$ cat src/rtl/window_address_sequencer_pkg.sv
// rtl/window_address_sequencer_pkg.sv - shared state encoding and border mode constants
package window_address_sequencer_pkg;

    typedef enum logic [2:0] {
        ST_IDLE,
        ST_READ,
        ST_SHIFT,
        ST_WRITE,
        ST_DONE
    } state_e;

    localparam logic BORDER_ZERO = 1'b0;
    localparam logic BORDER_REPL = 1'b1;

endpackage

$ cat src/rtl/window_address_sequencer_border_resolve.sv
// rtl/window_address_sequencer_border_resolve.sv - clamp a signed window coordinate to 0..limit-1
module window_address_sequencer_border_resolve
    import window_address_sequencer_pkg::*;
#(
    parameter int WORD = 8
) (
    input  logic signed [WORD+1:0] coord_i,
    input  logic [WORD-1:0]        limit_i,
    input  logic                   border_i,
    output logic [WORD-1:0]        coord_o,
    output logic                   in_range_o
);

    logic signed [WORD+1:0] limit_s;
    assign limit_s = signed'({2'b00, limit_i});

    always_comb begin
        coord_o    = '0;
        in_range_o = 1'b0;
        if (coord_i[WORD+1]) begin
            coord_o = '0;
        end else if (coord_i >= limit_s) begin
            coord_o = limit_i - WORD'(1);
        end else begin
            coord_o    = coord_i[WORD-1:0];
            in_range_o = 1'b1;
        end
        // Zero mode never addresses memory outside the image, so drop the clamp.
        if (!in_range_o && border_i != BORDER_REPL) begin
            coord_o = '0;
        end
    end

endmodule

$ cat src/rtl/window_address_sequencer.sv
// rtl/window_address_sequencer.sv - n x n window read/write address sequencer with border modes
module window_address_sequencer
    import window_address_sequencer_pkg::*;
#(
    parameter int                WORD     = 8,
    parameter int                ADDR_W   = 16,
    parameter int                MAX_N    = 7,
    parameter int                CH       = 4,
    parameter logic [ADDR_W-1:0] OUT_BASE = 16'h8000,
    localparam int               CW       = $clog2(CH + 1),
    localparam int               SW       = WORD + 2
) (
    input  logic              clk_i,
    input  logic              rst_ni,
    input  logic              run_i,
    input  logic [WORD-1:0]   h_i,
    input  logic [WORD-1:0]   w_i,
    input  logic [WORD-1:0]   n_i,
    input  logic              border_i,
    input  logic [CW-1:0]     chans_i,
    input  logic              ready_i,
    output logic [ADDR_W-1:0] address_o,
    output logic              r_en_o,
    output logic              w_en_o,
    output logic              pad_o,
    output logic              kernel_newline_o,
    output logic              kernel_clk_o,
    output logic              kernel_running_o,
    output logic              done_o
);

    state_e state_q, state_d;
    logic [WORD-1:0] h_q, h_d, w_q, w_d, n_q, n_d, r_q, r_d;
    logic            border_q, border_d;
    logic [CW-1:0]   chans_q, chans_d, c_q, c_d;
    logic [WORD-1:0] y_q, y_d, k_q, k_d;
    logic signed [SW-1:0] xs_q, xs_d, yy_q, yy_d;
    logic [ADDR_W-1:0] row_base_q, row_base_d, start_ptr_q, start_ptr_d;
    logic [ADDR_W-1:0] rd_ptr_q, rd_ptr_d, wr_ptr_q, wr_ptr_d;

    logic [WORD-1:0]   r_in, x_cl, y_cl;
    logic              x_in, y_in, cfg_ok, wr_col;
    logic signed [SW-1:0] r_s, r_in_s, last_xs;
    logic [ADDR_W-1:0] wz;

    assign r_in    = {1'b0, n_i[WORD-1:1]};
    assign r_in_s  = signed'({2'b00, r_in});
    assign r_s     = signed'({2'b00, r_q});
    assign last_xs = signed'({2'b00, w_q}) - SW'(1) + r_s;
    assign wz      = {{(ADDR_W-WORD){1'b0}}, w_q};
    assign wr_col  = (xs_q >= r_s);
    assign cfg_ok  = n_i[0] && (n_i <= WORD'(MAX_N)) && (h_i != '0) && (w_i != '0)
                     && (chans_i != '0) && (chans_i <= CW'(CH));

    window_address_sequencer_border_resolve #(.WORD(WORD)) u_res_y (
        .coord_i   (yy_q),
        .limit_i   (h_q),
        .border_i  (border_q),
        .coord_o   (y_cl),
        .in_range_o(y_in)
    );

    window_address_sequencer_border_resolve #(.WORD(WORD)) u_res_x (
        .coord_i   (xs_q),
        .limit_i   (w_q),
        .border_i  (border_q),
        .coord_o   (x_cl),
        .in_range_o(x_in)
    );

    always_comb begin
        state_d     = state_q;
        h_d         = h_q;
        w_d         = w_q;
        n_d         = n_q;
        r_d         = r_q;
        border_d    = border_q;
        chans_d     = chans_q;
        c_d         = c_q;
        y_d         = y_q;
        k_d         = k_q;
        xs_d        = xs_q;
        yy_d        = yy_q;
        row_base_d  = row_base_q;
        start_ptr_d = start_ptr_q;
        rd_ptr_d    = rd_ptr_q;
        wr_ptr_d    = wr_ptr_q;

        address_o        = '0;
        r_en_o           = 1'b0;
        w_en_o           = 1'b0;
        pad_o            = 1'b0;
        kernel_newline_o = 1'b0;
        kernel_clk_o     = 1'b0;
        kernel_running_o = 1'b0;
        done_o           = 1'b0;

        case (state_q)
            ST_IDLE: begin
                if (run_i) begin
                    h_d         = h_i;
                    w_d         = w_i;
                    n_d         = n_i;
                    r_d         = r_in;
                    border_d    = border_i;
                    chans_d     = chans_i;
                    c_d         = '0;
                    y_d         = '0;
                    k_d         = '0;
                    xs_d        = -r_in_s;
                    yy_d        = -r_in_s;
                    row_base_d  = '0;
                    start_ptr_d = '0;
                    rd_ptr_d    = '0;
                    wr_ptr_d    = OUT_BASE;
                    state_d     = cfg_ok ? ST_READ : ST_DONE;
                end
            end
            ST_READ: begin
                kernel_running_o = 1'b1;
                kernel_newline_o = (k_q == '0) && (xs_q == -r_s);
                r_en_o           = (border_q == BORDER_REPL) || (x_in && y_in);
                pad_o            = !r_en_o;
                address_o        = r_en_o ? rd_ptr_q + ADDR_W'(x_cl) : '0;
                if (ready_i) begin
                    if (k_q == n_q - WORD'(1)) begin
                        state_d = ST_SHIFT;
                    end else begin
                        k_d  = k_q + WORD'(1);
                        yy_d = yy_q + SW'(1);
                        // rd_ptr tracks the clamped row, so it only moves while inside the image
                        if (y_in && y_cl != h_q - WORD'(1)) begin
                            rd_ptr_d = rd_ptr_q + wz;
                        end
                    end
                end
            end
            ST_SHIFT: begin
                kernel_running_o = 1'b1;
                kernel_clk_o     = ready_i;
                if (ready_i) begin
                    state_d = ST_WRITE;
                end
            end
            ST_WRITE: begin
                kernel_running_o = 1'b1;
                w_en_o           = wr_col;
                address_o        = wr_col ? wr_ptr_q : '0;
                if (ready_i) begin
                    state_d = ST_READ;
                    k_d     = '0;
                    if (wr_col) begin
                        wr_ptr_d = wr_ptr_q + ADDR_W'(1);
                    end
                    if (xs_q == last_xs) begin
                        xs_d = -r_s;
                        if (y_q == h_q - WORD'(1)) begin
                            if (c_q == chans_q - CW'(1)) begin
                                state_d = ST_DONE;
                            end else begin
                                c_d         = c_q + CW'(1);
                                y_d         = '0;
                                row_base_d  = row_base_q + wz;
                                start_ptr_d = row_base_q + wz;
                            end
                        end else begin
                            y_d        = y_q + WORD'(1);
                            row_base_d = row_base_q + wz;
                            // Top window row stays clamped at 0 until y reaches r.
                            if (y_q >= r_q) begin
                                start_ptr_d = start_ptr_q + wz;
                            end
                        end
                    end else begin
                        xs_d = xs_q + SW'(1);
                    end
                    yy_d     = signed'({2'b00, y_d}) - r_s;
                    rd_ptr_d = start_ptr_d;
                end
            end
            ST_DONE: begin
                done_o = ready_i;
                if (ready_i) begin
                    state_d = ST_IDLE;
                end
            end
            default: state_d = ST_IDLE;
        endcase
    end

    always_ff @(posedge clk_i or negedge rst_ni) begin
        if (!rst_ni) begin
            state_q     <= ST_IDLE;
            h_q         <= '0;
            w_q         <= '0;
            n_q         <= '0;
            r_q         <= '0;
            border_q    <= BORDER_ZERO;
            chans_q     <= '0;
            c_q         <= '0;
            y_q         <= '0;
            k_q         <= '0;
            xs_q        <= '0;
            yy_q        <= '0;
            row_base_q  <= '0;
            start_ptr_q <= '0;
            rd_ptr_q    <= '0;
            wr_ptr_q    <= '0;
        end else begin
            state_q     <= state_d;
            h_q         <= h_d;
            w_q         <= w_d;
            n_q         <= n_d;
            r_q         <= r_d;
            border_q    <= border_d;
            chans_q     <= chans_d;
            c_q         <= c_d;
            y_q         <= y_d;
            k_q         <= k_d;
            xs_q        <= xs_d;
            yy_q        <= yy_d;
            row_base_q  <= row_base_d;
            start_ptr_q <= start_ptr_d;
            rd_ptr_q    <= rd_ptr_d;
            wr_ptr_q    <= wr_ptr_d;
        end
    end

endmodule

$ cat config.mk
export PLATFORM = sky130hd
export DESIGN_NAME = window_address_sequencer
export DESIGN_NICKNAME = d
export VERILOG_FILES = /design/src/rtl/window_address_sequencer_pkg.sv /design/src/rtl/window_address_sequencer_border_resolve.sv /design/src/rtl/window_address_sequencer.sv
export SDC_FILE = /design/constraint.sdc
export NUM_CORES = 1
export LEC_CHECK = 0
export CAP_MARGIN = 10
export CORE_MARGIN = 2
export CORE_UTILIZATION = 40
export DETAILED_ROUTE_END_ITERATION = 10
export GPL_ROUTABILITY_DRIVEN = 1
export PLACE_DENSITY_LB_ADDON = 0.12
export SYNTH_ARGS = -nofsm -noshare
export SYNTH_HDL_FRONTEND = slang
export SYNTH_SLANG_ARGS = --single-unit
$ cat constraint.sdc
create_clock -name clk_i -period 7 [get_ports clk_i]
set_input_delay 0.7 -clock clk_i [delete_from_list [all_inputs] [get_ports clk_i]]
set_output_delay 0.7 -clock clk_i [all_outputs]
set_load 0.02 [all_outputs]
* After elaboration in Yosys (flattened, before gate mapping)
Cells that the tools add are included.
** Cells by class
- Add/subtract/negate cells :: 19
- Multiply operators :: 0
- Divide/modulo/power cells :: 0
- Magnitude comparators :: 6
- Equality and inequality tests :: 23
- Shift operators :: 0
- Multiplexer cells :: 77
- Bitwise gates (word level) :: 1
- Reductions and logical operators :: 30
** Operators with widths (count)
- 16-bit two-way mux :: 18
- 8-bit two-way mux :: 16
- 16-bit one-hot mux with 2 select lines :: 4
- 16-bit by 8-bit adder with 16-bit output :: 4
- 10-bit two-way mux :: 6
- 16-bit one-hot mux with 3 select lines :: 1
- 3-bit two-way mux :: 15
- 10-bit one-hot mux with 3 select lines :: 1
- 2-bit != test (second input constant) :: 12
- 8-bit one-hot mux with 3 select lines :: 1
- 8-bit by 1-bit subtractor with 8-bit output (second input constant) :: 3
- 10-bit by 2-bit adder with 10-bit output (second input constant) :: 2
- 10-bit equality test :: 2
- 10-bit by 9-bit >= comparator with 1-bit output :: 2
- 7-bit negator with 10-bit output :: 2
- 10-bit one-hot mux with 2 select lines :: 1
- 6-bit AND reduction :: 3
- 16-bit by 1-bit adder with 16-bit output (second input constant) :: 1
- 8-bit by 1-bit adder with 8-bit output (second input constant) :: 2
- 8-bit equality test :: 2
- 8-bit one-hot mux with 2 select lines :: 1
- 8-bit nonzero test :: 2
- 3-bit one-hot mux with 5 select lines :: 1
- 1-bit two-way mux :: 11
- other kinds (29) :: 43
** Word-level totals
- Register bits after elaboration :: 141
- Bits in latches :: 0
- Bits in writable memories :: 0
- ROM bits :: 0
- Bits of input ports :: 32
- Output and inout port bits :: 23
- Word-level logic and storage cells :: 172
- Memories :: 0

* Logic depth before layout (Yosys ltp)
- Depth in word-level cells :: 12
- Gate-level depth with buffers :: 28
- Depth with buffers taken out :: 25

* Hierarchy
Synthesis repeated with hierarchy kept, for this count alone.
** Unflattened totals
- Cells, all modules :: 1470
- Area, all modules :: 12139.1 µm²
** Modules (own cells, without submodules)
- window_address_sequencer :: times used 1, cells an instance 1330, area each 11090.6 µm², seq. area each 3353.2 µm²
- window_address_sequencer_border_resolve :: times used 2, cells an instance 70, area each 524.3 µm², seq. area each 0.0 µm²

* Least setup slack after synthesis
Ideal clock, no wire load.
- Path type :: flip-flop to flip-flop
- From :: register w_q[1]
- To :: register yy_q[9]
- Setup time :: 87 ps
- Arrival :: 5714 ps
- Setup slack :: 1199 ps
- Stages on the path, launching flop included :: 27
- Buffers on the path :: 3
- Period minus slack after synthesis :: 5801 ps
- Cells stage by stage :: dfrtp_1 -> inv_1 -> ha_1 -> inv_1 -> fa_1 -> a21o_1 -> and4_1 -> or2_2 -> xnor2_1 -> nor4_1 -> and3_1 -> buf_2 -> buf_4 -> clkbuf_1 -> a21oi_1 -> a21oi_1 -> ha_1 -> inv_1 -> fa_1 -> a21o_1 -> a21oi_1 -> nor2b_1 -> o21ai_0 -> nand2b_1 -> a2111oi_0 -> nand2_1 -> o211ai_1
** Between the ends
- Longest elaborated chain between the ends :: 9
** RTL lines
- start: declaration :: line window_address_sequencer.sv:33 : logic [WORD-1:0] h_q, h_d, w_q, w_d, n_q, n_d, r_q, r_d;
- start signal: assignment :: line window_address_sequencer.sv:212 : w_q <= w_d;
- 8-bit by 1-bit subtractor with 9-bit output :: line window_address_sequencer.sv:49 : assign last_xs = signed'({2'b00, w_q}) - SW'(1) + r_s;
- 9-bit by 8-bit adder with 10-bit output :: line window_address_sequencer.sv:49
- 10-bit equality test :: line window_address_sequencer.sv:155 : if (xs_q == last_xs) begin
- 8-bit two-way mux :: line window_address_sequencer.sv:155
- 8-bit two-way mux :: line window_address_sequencer.sv:149 : if (ready_i) begin
- 8-bit two-way mux :: line window_address_sequencer.sv:98 : case (state_q)
- 8-bit by 7-bit subtractor with 9-bit output :: line window_address_sequencer.sv:177 : yy_d = signed'({2'b00, y_d}) - r_s;
- 10-bit two-way mux :: line window_address_sequencer.sv:149
- 10-bit one-hot mux with 3 select lines :: line window_address_sequencer.sv:98
- end signal: assignment :: line window_address_sequencer.sv:221 : yy_q <= yy_d;
- end: declaration :: line window_address_sequencer.sv:37 : logic signed [SW-1:0] xs_q, xs_d, yy_q, yy_d;
No other way between the ends. The select of a mux whose other input is x is not followed.
A chain may end at the register's enable or synchronous reset.

* Worst setup path in the final report
- From :: register w_q[1]
- To :: output port address_o[14]
** Between the ends
- Longest elaborated chain between the ends :: 9
- Elaborated cells on any way between the ends :: 14
- Classes of those cells :: 2 x add/sub; 1 x order compare; 7 x mux; 4 x reduce/logical
** RTL lines
- 10-bit by 9-bit >= comparator with 1-bit output :: line window_address_sequencer_border_resolve.sv:22 : end else if (coord_i >= limit_s) begin
- 1-bit two-way mux :: line window_address_sequencer_border_resolve.sv:22
- 1-bit two-way mux :: line window_address_sequencer_border_resolve.sv:20 : if (coord_i[WORD+1]) begin
- 1-bit logical NOT :: line window_address_sequencer_border_resolve.sv:29 : if (!in_range_o && border_i != BORDER_REPL) begin
- 1-bit logical AND :: line window_address_sequencer_border_resolve.sv:29
- 8-bit two-way mux :: line window_address_sequencer_border_resolve.sv:29
- 16-bit by 8-bit adder with 16-bit output :: line window_address_sequencer.sv:124 : address_o = r_en_o ? rd_ptr_q + ADDR_W'(x_cl) : '0;
- 16-bit two-way mux * :: line window_address_sequencer.sv:124
- 16-bit one-hot mux with 2 select lines * :: line window_address_sequencer.sv:98
- end: declaration :: line window_address_sequencer.sv:22 : output logic [ADDR_W-1:0] address_o,
Mark *: on every way between the ends. The rest lies on a longest branch, timed or not.

==> results_dict.tcl <==
set metrics [dict create \
    status "complete, no violations" \
    initial_core_util_pct 40.8 \
    grt_usage_pct 25.2 \
    gp_congestion 0.877 \
    postSynthAreaPerCell_um2 8.17 \
    netlist_instances 1440 \
    total_power_mw 5.08 \
    n_antenna_cell 0 \
    critPathRequiredTime_ns 6.30 \
    wl_per_cell_um 20.6 \
    num_vias 10794 \
    cts_root_buf "clkbuf_16" \
    drtIter0Drc 896 \
    first_global_vias 10353 \
    fin_tns_setup_ns 0 \
    critPathArrivalTime_ns 5.77 \
    clk_latency_ns 0.45 \
    min_path_type "primary input to asynchronous set/reset pin" \
    grt_setup_unrepaired "no" \
    power.density_nw_per_um2 386 \
    maxSlewHeadroom_pct 18.6 \
    grt_start_max_net_pins 76 \
    start_kind "flop" \
    cp-end-kind "output port" \
    tritoncts "built" \
    dp_slack_ns 1.07 \
    ff2ff_path_depth 24 \
    yosysSeqAreaShare_pct 28.5 \
    clkTransAtPathRegs_ns 0.06 \
    synth-async-reset-ratio_pct 100 \
    tightest_slew_ns 1.21 \
    finalSetupViolCount 0 \
    cap_violations 0 \
    syn_area_um2 11800 \
    ys_top_cells_by_count "nand2_1 (165), dfrtp_1 (134), nor2_1 (123), o21ai_0 (103), ha_1 (93)" \
    fill_cells 2889 \
    cts_resized 0 \
    synth.area.top_cells "dfrtp_1 (29%), ha_1 (9.9%), xnor2_1 (5.4%), nand2_1 (5.3%), xor2_1 (4.7%)" \
    die_w_um 176 \
    synth.most_common_cell "nand2_1" \
    htreeDepth 4 \
    ys_warn_count 0 \
    numCtsBuffers 17 \
    multiInputGateArea_um2 7870 \
    crit_type "flop to output port" \
    final-instance-count-excl-fill 1843 \
    critPathMaxFanout 10 \
    fin_crit_sh_pct 92.5 \
    dp.final_hpwl_um 28300 \
    leakagePower_nw 5.71 \
    ir_drop_mv 0.186 \
    cts_setup_buffers 0 \
    yosysUniqueCellTypes 81 \
    portBuffers 54 \
    synth_seq_cells 134 \
    synth.top_cell.area_share_pct 28.5 \
    grt_pass1_wl_um 60200 \
    fin_worst_skew_ns 0.0141 \
    die_height_um 176 \
    clk_path_buf_depth 2 \
    antenna_found_initial 0 \
    drc_errors 0 \
    dieArea_um2 30800 \
    synth_nets 1571 \
    yosys.area.top_type "dfrtp_1" \
    holdWs_ns 0.305 \
    drt_pass1_iterations 5 \
    final-max-slew-violation-count 0 \
    synth_top_flop_cell "dfrtp_1" \
    syn2layout_area_growth_pct 12.0 \
    clock.fmax_ghz 0.154 \
    finalWorstSetupSlack_ns 0.525 \
    coreArea_um2 28900 \
    totalWireLength_um 38100 \
    hold_buffers 0 \
    nets 1578 \
    hold_violations 0 \
    seq_area_um2 3350 \
    r2r_setup_slack_ns 0.96 \
    worstReg2RegStart "w_q[1]$_DFFE_PN0P_" \
    fp-row-count 62 \
    vias_per_cell 5.86 \
    dp_cells 1812 \
    ant_nets 0 \
    synth-edff-count 0 \
    clock_sinks 134 \
    post-route-min-period_ns 6.47 \
    grt_overflow_total 0 \
    drive_gt1_share_pct 4.93 \
    r2r-end "yy_q[9]$_DFFE_PN0P_" \
    pin_count 55 \
]
-- power by group --
part | leakage, nW | internal [mW] | total, mW | switching (mW)
Combinational | 3.67 | 1.17 | 2.74 | 1.57
Sequential | 1.74 | 0.949 | 1.36 | 0.409
Clock | 0.296 | 0.611 | 0.981 | 0.370
-- routing by layer --
metal	GRT usage, %	vias up	routed length (um)
met5	0	-	0
met4	6.68	0	608
met3	4.20	39	1720
met2	41.3	251	17700
met1	34.6	5279	18000
li1	-	5225	-
-- cell usage in the layout (no fill, tap or decap), types with 6 or more instances in the layout --
| master | synthesis | routed |
|---|---|---|
| nand3_1 | 48 | 48 |
| a31oi_1 | 17 | 17 |
| fa_1 | 6 | 6 |
| and4_1 | 6 | 6 |
| a21oi_1 | 89 | 89 |
| o211a_1 | 6 | 6 |
| nor2_1 | 123 | 123 |
| and3_1 | 19 | 19 |
| o2111ai_1 | 6 | 6 |
| inv_1 | 55 | 55 |
| nand2b_1 | 14 | 14 |
| clkdlybuf4s50_1 | 0 | 53 |
| o21ai_0 | 103 | 103 |
| a21o_1 | 32 | 32 |
| clkbuf_16 | 0 | 17 |
| xnor2_1 | 72 | 72 |
| a221oi_1 | 7 | 7 |
| o211ai_1 | 10 | 10 |
| nor4_1 | 13 | 13 |
| or4_1 | 6 | 6 |
| nand2_1 | 165 | 165 |
| dfrtp_1 | 134 | 134 |
| o21bai_1 | 10 | 10 |
| o22ai_1 | 8 | 8 |
| a32o_1 | 7 | 7 |
| a211oi_1 | 16 | 16 |
| or3_1 | 9 | 9 |
| buf_4 | 3 | 15 |
| xor2_1 | 63 | 63 |
| nor2b_1 | 14 | 14 |
| a22o_1 | 28 | 28 |
| nand4_1 | 26 | 26 |
| and2_1 | 11 | 11 |
| nor3_1 | 31 | 31 |
| ha_1 | 93 | 93 |
| o31ai_1 | 18 | 18 |
| mux2i_1 | 8 | 8 |
-- flip-flops by register name, summed over array words and instances, names as in the netlist --
register / flops
h_q: 8
wr_ptr_q: 16
xs_q: 10
k_q: 8
state_q: 3
w_q: 8
chans_q: 3
border_q: 1
start_ptr_q: 16
yy_q: 10
rd_ptr_q: 16
y_q: 8
c_q: 3
row_base_q: 16
n_q: 8
-- cells by family after synthesis --
| family | share of synthesized area [%] |
|---|---|
| AND/OR/NAND/NOR | 21.1 |
| AO/OA/AOI/OAI | 23.5 |
| buffers and inverters | 4.70 |
| XOR/XNOR | 10.0 |
| flip-flops | 28.5 |
| adder cells (fa/ha/maj) | 10.9 |
| multiplexers | 1.16 |
-- through the flow --
| stage | cell area, um^2 | util (%) |
|---|---|---|
| 5_1_grt | 13200 | 45.7 |
| 2_1_floorplan | 11800 | - |
| 3_5_place_dp | 12600 | 43.5 |
| 3_3_place_gp | 12600 | 43.5 |
| 4_1_cts | 13200 | 45.7 |
| 6_report | 13200 | 45.7 |
-- final cells by class --
| cell class | count | share of cell area (%) |
|---|---|---|
| Multi-Input combinational cell | 1170 | 59.7 |
| Sequential cell | 134 | 25.5 |
| Timing Repair Buffer | 69 | 4.97 |
| Tap cell | 384 | 3.65 |
| Clock buffer | 22 | 3.52 |
| Inverter | 55 | 1.57 |
| Clock inverter | 9 | 1.14 |
-- how the worst max path moves through the flow --
stage / from / end / slack [ns] / cells after the start
after floorplan: w_q[1]$_DFFE_PN0P_ / yy_q[9]$_DFFE_PN0P_ / 1.20 / 26
after global placement: w_q[1]$_DFFE_PN0P_ / address_o[14] / 1.17 / 23
after detailed placement: w_q[1]$_DFFE_PN0P_ / address_o[14] / 1.07 / 23
after CTS: w_q[1]$_DFFE_PN0P_ / address_o[14] / 0.55 / 23
after global routing: w_q[1]$_DFFE_PN0P_ / address_o[14] / 0.11 / 23
final: w_q[1]$_DFFE_PN0P_ / address_o[14] / 0.53 / 23
-- worst max-delay path, stage by stage, from the launching register on --
cell and delay (ns):
dfrtp_1 0.60, inv_1 0.17, ha_1 0.33, a21o_1 0.17, a21o_1 0.17, a21o_1 0.17, a21o_1 0.17, a21oi_1 0.18
o21ai_0 0.25, nand2_1 0.16, o21ai_0 0.10, ha_1 0.23, fa_1 0.40, a21oi_1 0.15, nor2_1 0.05, nor2_1 0.16
o21bai_1 0.12, a21oi_1 0.25, o21bai_1 0.09, a21oi_1 0.37, nor2_1 0.12, xor2_1 0.16, a22o_1 0.15, clkdlybuf4s50_1 0.60
Power figures use the tool's default switching activity.
